### config.mk
export PLATFORM = sky130hd
export DESIGN_NAME = alu_decode_stage
export DESIGN_NICKNAME = d
export VERILOG_FILES = /design/src/rtl/alu_decode_stage.sv
export SDC_FILE = /design/constraint.sdc
export NUM_CORES = 1
export LEC_CHECK = 0
export CAP_MARGIN = 20
export CORE_MARGIN = 2
export CORE_UTILIZATION = 45
export DETAILED_ROUTE_END_ITERATION = 12
export GPL_ROUTABILITY_DRIVEN = 0
export PLACE_DENSITY = 0.82
export SLEW_MARGIN = 20
export SYNTH_ARGS = -nofsm -noshare
export SYNTH_HDL_FRONTEND = slang
export SYNTH_SLANG_ARGS = --single-unit
### constraint.sdc
create_clock -name clk -period 6.06 [get_ports clk]
set_input_delay 1.212 -clock clk [delete_from_list [all_inputs] [get_ports clk]]
set_output_delay 1.212 -clock clk [all_outputs]
set_load 0.005 [all_outputs]
### src/rtl/alu_decode_stage.sv
// RV32I decode/issue stage: decodes OP, OP-IMM and LUI into an ALU bundle and
// hands it downstream through a two-entry skid buffer with a registered in_ready.
module alu_decode_stage #(
    parameter int CNT_W = 16
) (
    input  logic             clk,
    input  logic             rst,
    input  logic             in_valid,
    output logic             in_ready,
    input  logic [31:0]      instr,
    input  logic [31:0]      rs1_data,
    input  logic [31:0]      rs2_data,
    output logic             out_valid,
    input  logic             out_ready,
    output logic [31:0]      src1,
    output logic [31:0]      src2,
    output logic [5:0]       alu_control,
    output logic [4:0]       shamt,
    output logic [4:0]       rd,
    output logic             rd_we,
    output logic             illegal,
    output logic [CNT_W-1:0] illegal_cnt
);

    localparam logic [5:0] ALU_NOP  = 6'd0;
    localparam logic [5:0] ALU_ADD  = 6'd1;
    localparam logic [5:0] ALU_SUB  = 6'd2;
    localparam logic [5:0] ALU_SLL  = 6'd3;
    localparam logic [5:0] ALU_SLT  = 6'd4;
    localparam logic [5:0] ALU_OR   = 6'd5;
    localparam logic [5:0] ALU_XOR  = 6'd6;
    localparam logic [5:0] ALU_SRL  = 6'd7;
    localparam logic [5:0] ALU_AND  = 6'd8;
    localparam logic [5:0] ALU_SRA  = 6'd9;
    localparam logic [5:0] ALU_SLTU = 6'd10;

    localparam logic [6:0] OPC_OP     = 7'b0110011;
    localparam logic [6:0] OPC_OP_IMM = 7'b0010011;
    localparam logic [6:0] OPC_LUI    = 7'b0110111;
    localparam logic [6:0] F7_BASE    = 7'b0000000;
    localparam logic [6:0] F7_ALT     = 7'b0100000;

    localparam logic [CNT_W-1:0] CNT_ONE = {{(CNT_W-1){1'b0}}, 1'b1};
    localparam logic [CNT_W-1:0] CNT_MAX = {CNT_W{1'b1}};

    typedef struct packed {
        logic [31:0] src1;
        logic [31:0] src2;
        logic [5:0]  alu_control;
        logic [4:0]  shamt;
        logic [4:0]  rd;
        logic        rd_we;
        logic        illegal;
    } bundle_t;

    typedef enum logic [1:0] {
        ST_EMPTY = 2'd0,
        ST_BUSY  = 2'd1,
        ST_FULL  = 2'd2
    } state_t;

    function automatic bundle_t decode(input logic [31:0] ins,
                                       input logic [31:0] a,
                                       input logic [31:0] b);
        bundle_t    d;
        logic [6:0] f7;
        logic [2:0] f3;
        logic [5:0] op_code;
        logic       ok;
        d       = '0;
        f7      = ins[31:25];
        f3      = ins[14:12];
        op_code = ALU_NOP;
        ok      = 1'b1;
        case (ins[6:0])
            OPC_OP: begin
                d.src1  = a;
                d.src2  = b;
                d.shamt = b[4:0];
                case (f3)
                    3'b000: begin
                        if (f7 == F7_BASE)     op_code = ALU_ADD;
                        else if (f7 == F7_ALT) op_code = ALU_SUB;
                        else                   ok = 1'b0;
                    end
                    3'b101: begin
                        if (f7 == F7_BASE)     op_code = ALU_SRL;
                        else if (f7 == F7_ALT) op_code = ALU_SRA;
                        else                   ok = 1'b0;
                    end
                    default: begin
                        if (f7 != F7_BASE) ok = 1'b0;
                        else               ok = 1'b1;
                        case (f3)
                            3'b001:  op_code = ALU_SLL;
                            3'b010:  op_code = ALU_SLT;
                            3'b011:  op_code = ALU_SLTU;
                            3'b100:  op_code = ALU_XOR;
                            3'b110:  op_code = ALU_OR;
                            3'b111:  op_code = ALU_AND;
                            default: ok = 1'b0;
                        endcase
                    end
                endcase
            end
            OPC_OP_IMM: begin
                d.src1 = a;
                d.src2 = {{20{ins[31]}}, ins[31:20]};
                case (f3)
                    3'b000: op_code = ALU_ADD;
                    3'b010: op_code = ALU_SLT;
                    3'b011: op_code = ALU_SLTU;
                    3'b100: op_code = ALU_XOR;
                    3'b110: op_code = ALU_OR;
                    3'b111: op_code = ALU_AND;
                    3'b001: begin
                        if (f7 == F7_BASE) op_code = ALU_SLL;
                        else               ok = 1'b0;
                    end
                    3'b101: begin
                        if (f7 == F7_BASE)     op_code = ALU_SRL;
                        else if (f7 == F7_ALT) op_code = ALU_SRA;
                        else                   ok = 1'b0;
                    end
                    default: ok = 1'b0;
                endcase
                // Immediate shifts carry the 5-bit amount on both shamt and src2.
                if (f3 == 3'b001 || f3 == 3'b101) begin
                    d.shamt = ins[24:20];
                    d.src2  = {27'd0, ins[24:20]};
                end else begin
                    d.shamt = 5'd0;
                end
            end
            OPC_LUI: begin
                d.src1  = 32'd0;
                d.src2  = {ins[31:12], 12'd0};
                op_code = ALU_ADD;
            end
            default: ok = 1'b0;
        endcase
        if (!ok) d = '0;
        else     d.alu_control = op_code;
        d.rd      = ins[11:7];
        d.illegal = ~ok;
        d.rd_we   = ok && (ins[11:7] != 5'd0);
        return d;
    endfunction

    state_t   state_r, state_s;
    bundle_t  dec_s, out_r, skid_r;
    logic     out_valid_r, in_ready_r;
    logic     accept_s, drain_s;
    logic     load_out_s, load_skid_s, pop_skid_s;
    logic [CNT_W-1:0] illegal_cnt_r;

    assign dec_s    = decode(instr, rs1_data, rs2_data);
    assign accept_s = in_valid && in_ready_r;
    assign drain_s  = out_valid_r && out_ready;

    // Skid-buffer next-state and datapath load selection.
    always_comb begin
        state_s     = state_r;
        load_out_s  = 1'b0;
        load_skid_s = 1'b0;
        pop_skid_s  = 1'b0;
        case (state_r)
            ST_EMPTY: begin
                if (accept_s) begin
                    load_out_s = 1'b1;
                    state_s    = ST_BUSY;
                end else begin
                    state_s    = ST_EMPTY;
                end
            end
            ST_BUSY: begin
                if (accept_s && drain_s) begin
                    load_out_s  = 1'b1;
                    state_s     = ST_BUSY;
                end else if (accept_s) begin
                    load_skid_s = 1'b1;
                    state_s     = ST_FULL;
                end else if (drain_s) begin
                    state_s     = ST_EMPTY;
                end else begin
                    state_s     = ST_BUSY;
                end
            end
            ST_FULL: begin
                if (drain_s) begin
                    pop_skid_s = 1'b1;
                    state_s    = ST_BUSY;
                end else begin
                    state_s    = ST_FULL;
                end
            end
            default: state_s = ST_EMPTY;
        endcase
    end

    // State plus the registered handshake flags derived from the next state.
    always_ff @(posedge clk or posedge rst) begin
        if (rst) begin
            state_r     <= ST_EMPTY;
            out_valid_r <= 1'b0;
            in_ready_r  <= 1'b1;
        end else begin
            state_r     <= state_s;
            out_valid_r <= (state_s != ST_EMPTY);
            in_ready_r  <= (state_s != ST_FULL);
        end
    end

    // Output and skid bundle registers.
    always_ff @(posedge clk or posedge rst) begin
        if (rst) begin
            out_r  <= '0;
            skid_r <= '0;
        end else begin
            if (load_out_s)      out_r <= dec_s;
            else if (pop_skid_s) out_r <= skid_r;
            if (load_skid_s)     skid_r <= dec_s;
        end
    end

    // Saturating count of accepted illegal bundles.
    always_ff @(posedge clk or posedge rst) begin
        if (rst) begin
            illegal_cnt_r <= '0;
        end else if (accept_s && dec_s.illegal && (illegal_cnt_r != CNT_MAX)) begin
            illegal_cnt_r <= illegal_cnt_r + CNT_ONE;
        end
    end

    assign in_ready    = in_ready_r;
    assign out_valid   = out_valid_r;
    assign src1        = out_r.src1;
    assign src2        = out_r.src2;
    assign alu_control = out_r.alu_control;
    assign shamt       = out_r.shamt;
    assign rd          = out_r.rd;
    assign rd_we       = out_r.rd_we;
    assign illegal     = out_r.illegal;
    assign illegal_cnt = illegal_cnt_r;

endmodule

After elaboration in Yosys (flattened, before gate mapping)
Cells that the tools add are included.

word-level totals
  register bits = 184
  latch bits = 0
  memory bits (writable) = 0
  memory bits (read-only) = 0
  bits of input ports = 100
  memories = 0

operators by class
  $add $sub $neg = 1
  multiply operators = 0
  divide/modulo/power cells = 0
  $lt $le $gt $ge = 0
  equality and inequality tests = 15
  shift-type cells = 0
  multiplexer cells = 39
  bitwise operators = 1
  reductions and logical operators = 16

operator list
  kind                                           number
  one-hot mux 64 bit (3 select lines)            1
  2-to-1 mux 82 bit                              2
  2-to-1 mux 64 bit                              1
  one-hot mux 6 bit (8 select lines)             1
  2-to-1 mux 32 bit                              1
  one-hot mux 4 bit (6 select lines)             1
  == test 7 x 6 -> 1 bit, second input constant  3
  one-hot mux 6 bit (3 select lines)             1
  adder 16 x 1 -> 16 bit, second input constant  1
  inequality test 16 bit, second input constant  1
  2-to-1 mux 1 bit                               14
  == test 3 bit, second input constant           4
  2-to-1 mux 12 bit                              1
  2-to-1 mux 2 bit                               6
  2-to-1 mux 6 bit                               2
  one-hot mux 6 bit (2 select lines)             1
  one-hot mux 5 bit (2 select lines)             1
  == test 7 x 5 -> 1 bit, second input constant  1
  zero test 7 bit                                1
  nonzero test 7 bit                             1
  == test 3 x 2 -> 1 bit, second input constant  2
  logical AND 1 bit                              6
  one-hot mux 2 bit (3 select lines)             1
  OR reduction 6 bit                             1
  15 further kinds                               17

Depth between registers and ports, before layout
  depth after elaboration = 8
  depth in mapped cells = 9
  gate-level depth less buffers = 8

Least setup slack after synthesis
OpenSTA, ideal clock, no wires.

  path kind = input port to flip-flop
  from = in instr[2]
  to = reg skid_r[31] in the netlist's numbering
  library setup time = 77 ps
  arrival = 2746 ps
  data required time = 5983 ps
  setup slack = 3238 ps
  stages = 8
  buffers on the path = 2
  cells stage by stage = and4bb_4 > or3b_4 > a21o_4 > nand2_8 > nand2_2 > buf_6 > buf_12 > o21ai_1

on the way
  word-level cells in the longest chain between the ends = 3
  elaborated cells on any way between the ends = 6
  classes of those cells = eq/ne: 3; mux: 3

RTL lines
  item                                                                                              line  source
  start: declaration                                                                                10    input logic [31:0] instr,
  == test 7 x 6 -> 1 bit / == test 7 x 5 -> 1 bit (equally long branches)                           75    case (ins[6:0])
  one-hot mux 64 bit (3 select lines) / one-hot mux 1 bit (3 select lines) (equally long branches)  75
  2-to-1 mux 64 bit (*)                                                                             142   if (!ok) d = '0;
  end signal: assignment                                                                            222   if (load_skid_s) skid_r <= dec_s;
  end: declaration                                                                                  151   bundle_t dec_s, out_r, skid_r;

Every way passes the cells marked *; elsewhere a longest branch is shown, timed or not.
A chain may end at the register's enable or synchronous reset.

Worst setup path after layout
  from = in instr[5]
  to = reg out_r, in the netlist src1[29]

on the way
  word-level cells in the longest chain between the ends = 4
  elaborated cells on any way between the ends = 7
  classes of those cells = eq/ne: 3; mux: 4

RTL lines
  item                                                                                              line  source
  == test 7 x 6 -> 1 bit / == test 7 x 5 -> 1 bit (equally long branches)                           75
  one-hot mux 64 bit (3 select lines) / one-hot mux 1 bit (3 select lines) (equally long branches)  75
  2-to-1 mux 64 bit (*)                                                                             142
  2-to-1 mux 82 bit (*)                                                                             220   if (load_out_s) out_r <= dec_s;
  end signal: assignment                                                                            220
  end signal: assignment                                                                            221   else if (pop_skid_s) out_r <= skid_r;
  end: declaration                                                                                  151

Marks and branches as above.

==> flow_metrics.env <==
export IMPL_async_reset_ff_frac=1.000
export IMPL_synthAdderAreaFrac=0.004704
export IMPL_synth_compound_area_frac=0.2255
export IMPL_ant_nets=0
export IMPL_routed_wirelength_um=21950
export IMPL_power_density_nw_per_um2=323.5
export IMPL_status="completed"
export IMPL_ys_ff_latch=180
export IMPL_p_total_mw=3.427
export IMPL_yosysWarnings=0
export IMPL_ctsResizeCount=0
export IMPL_hold_viol_final=0
export IMPL_hpwl_um=14380
export IMPL_most_common_layout_cells="clkdlybuf4s50_1, dfrtp_1, nand2_1, o21ai_1, a22oi_1"
export IMPL_grt_max_degree=181
export IMPL_synth_seq_area_share=0.5646
export IMPL_cts_hold_buf=0
export IMPL_setup_violations_final=0
export IMPL_first_global_vias=6396
export IMPL_arrival_ps=4070
export IMPL_synth_top_area_cell="dfrtp_1"
export IMPL_area_delta_synth_final_pct=32.74
export IMPL_ios=200
export IMPL_crit_family="simple AND/OR/NAND/NOR gates"
export IMPL_clock_sinks=180
export IMPL_crit_type="primary input to flop"
export IMPL_drt_iter0_drc=545
export IMPL_min_from="skid_r[2]$_DFFE_PP0P_"
export IMPL_firstDrtPassIters=5
export IMPL_seqPwrFrac=0.426
export IMPL_layout_commonest_cell="clkdlybuf4s50_1"
export IMPL_end_kind="flop"
export IMPL_synthMuxAreaShare=0.007683
export IMPL_portBuffers=197
export IMPL_ys_flop_type="dfrtp_1"
export IMPL_internal_power_mw=2.363
export IMPL_syn_avg_cell_area_um2=10.01
export IMPL_die_area_um2=18810
export IMPL_r2r_start="in_ready$_DFF_PP1_"
export IMPL_power_leakage_nw=4.567
export IMPL_cp_max_fo=45
export IMPL_post_place_ws_ps=1909
export IMPL_clockBufferDepth=2
export IMPL_crit_chain="clkdlybuf4s50_1, and3b_1, and3_4, a41oi_4, nand2_8, nand3_4, o21ai_0"
export IMPL_cts_tree="done"
export IMPL_h_tree_depth=4
export IMPL_rsz0062_at_grt="no"
export IMPL_crit_slowest_cell="clkdlybuf4s50_1"
export IMPL_finClkSkew_ps=9.796
export IMPL_power_switching_mw=1.064
export IMPL_critPathMaxStageDelay_ps=830
export IMPL_slew_headroom=0.3201
export IMPL_clkLatencyLatePin_ps=430
export IMPL_fin_ws_ps=2318
export IMPL_synth_area_um2=7980
export IMPL_grt_overflow=0
export IMPL_clock_root_buffer="clkbuf_16"
export IMPL_n_antenna_cell=0
export IMPL_yosysUniqueCellTypes=61
export IMPL_antenna_found_initial=0
export IMPL_post_route_util=0.6124
export IMPL_fin_nets=1063
export IMPL_grtUsageTotal=0.2320
export IMPL_fin_crit_sh=0.6174
export IMPL_start_util=0.4614
export IMPL_synth_top_area_frac=0.5613
export IMPL_num_rows=48
export IMPL_synth_xor_area_share=0.01866
export IMPL_clk_pin_slew_ps=70
export IMPL_maxCapViolations=0
export IMPL_pwr_share_clk=0.316
export IMPL_coreArea_um2=17300
export IMPL_max_freq_mhz=267.3
export IMPL_ir_worst_vdd_mv=0.2114
export IMPL_synth_top_family_by_area="compound AO/OA/AOI/OAI gates"
export IMPL_hold_path_class="flop to flop"
export IMPL_period_needed_ps=3742
export IMPL_cts_buffers=17
export IMPL_synthTopCellsByArea="dfrtp_1, o21ai_1, a22oi_1, nand2_1, a221oi_1"
export IMPL_worstSetupStartpointType="primary input"
export IMPL_wl_per_cell_um=18.32
export IMPL_switching_share=0.3104
export IMPL_final_layout_size_suffix_gt1_frac=0.07194
export IMPL_grt_pass1_wl_um=33810
export IMPL_power_frac_comb=0.258
export IMPL_critPathRequiredTime_ps=6390
export IMPL_dr_total_vias=6725
export IMPL_final_setup_tns_ps=0
export IMPL_report_final_slew_viol_count=0
export IMPL_worst_slew_pin_transition_ps=1020
export IMPL_drc_errors=0
export IMPL_setup_worst_path_start="instr[5]"
export IMPL_synth_edf_count=0
export IMPL_die_x_um=137.2
export IMPL_avgViaCountPerCell=5.614
export IMPL_fillers=1441
export IMPL_critPathBufInv=1
export IMPL_fp_dieH_um=137.2
export IMPL_post_cts_buffers=0
export IMPL_synthesis_instances=797
export IMPL_synth_simple_area_share=0.1232
[logic make-up after synthesis]
| family | after synthesis |
|---|---|
| AO/OA/AOI/OAI | 282 |
| XOR/XNOR | 17 |
| adder cells (fa/ha/maj) | 3 |
| buffers and inverters | 98 |
| flip-flops | 180 |
| multiplexers | 6 |
| other | 1 |
| AND/OR/NAND/NOR | 210 |
[cell type report]
type / instances / area, µm² / share of cell area
clock inverters: 13 / 123.9 / 0.01169
repair buffers: 202 / 2022 / 0.1909
inverters: 39 / 150.1 / 0.01417
clock buffers: 19 / 452.9 / 0.04276
flip-flops and latches: 180 / 4506 / 0.4253
well taps: 225 / 281.5 / 0.02658
multi-input cells: 520 / 3057 / 0.2886
[cell usage after synthesis (all sizes together), types with 2 or more instances]
library cell / instances
dfrtp: 179
o21ai: 134
nand2: 119
a22oi: 58
nor2: 42
clkbuf: 39
inv: 39
a21oi: 25
o22ai: 24
a221oi: 20
buf: 20
xnor2: 12
nand3: 9
nand4: 8
a22o: 5
a31oi: 5
and3: 5
mux2i: 5
nand2b: 5
xor2: 5
and2: 4
nor3: 4
or2: 4
and3b: 3
ha: 3
a211oi: 2
a21o: 2
o221ai: 2
[sequential cells by signal, indices dropped and copies added, names as in the netlist]
signal	count
src1	32
rd_we	1
state_r	2
skid_r	80
rd	5
alu_control	4
src2	32
shamt	5
in_ready	1
illegal_cnt	16
illegal	1
out_valid	1
[stage by stage]
step | hold slack (ps) | instance area, µm² | std cells
final | 481.9 | 10590 | 1198
after global routing | 510.7 | 10590 | 1198
after CTS | 485.3 | 10590 | 1198
after detailed placement | 468.5 | 10010 | 1166
after global placement | 458.1 | 10010 | 1166
after floorplan | 445.5 | 7988 | 798
[layer usage]
metal,GRT usage,wire length [µm],up-vias
li1,-,-,3146
met1,0.3155,9547,3316
met2,0.3695,10580,233
met3,0.05148,1345,30
met4,0.07617,471,0
met5,0,0,-
[worst paths after layout]
check                                          to  slack (ps)  cells past startpoint
setup / recovery             src1[29]$_DFFE_PP0P_        2320                      7
hold / removal              skid_r[2]$_DFFE_PP0P_         480                      2
setup reg to reg           skid_r[37]$_DFFE_PP0P_        3490                      7
hold reg to reg             skid_r[2]$_DFFE_PP0P_         480                      2
max in group asynchronous    src2[20]$_DFFE_PP0P_        3940                      3
min in group asynchronous    src1[26]$_DFFE_PP0P_        1330                      3
[tightest hold or removal path: cells and delay by family, from the launching register on]
| family | cells | cell delay (ps) |
|---|---|---|
| DFF | 1 | 350 |
| and+or+nand+nor | 2 | 100 |
[power by group through the flow]
stage / registers, mW / logic (mW) / clock network, mW
floorplan: 1.48 / 0.417 / 0
finish: 1.46 / 0.884 / 1.08
CTS: 1.46 / 0.890 / 1.09
global placement: 1.48 / 0.872 / 0
global route: 1.48 / 0.968 / 1.14
detailed placement: 1.48 / 0.882 / 0
(Power assumes the default switching activity.)
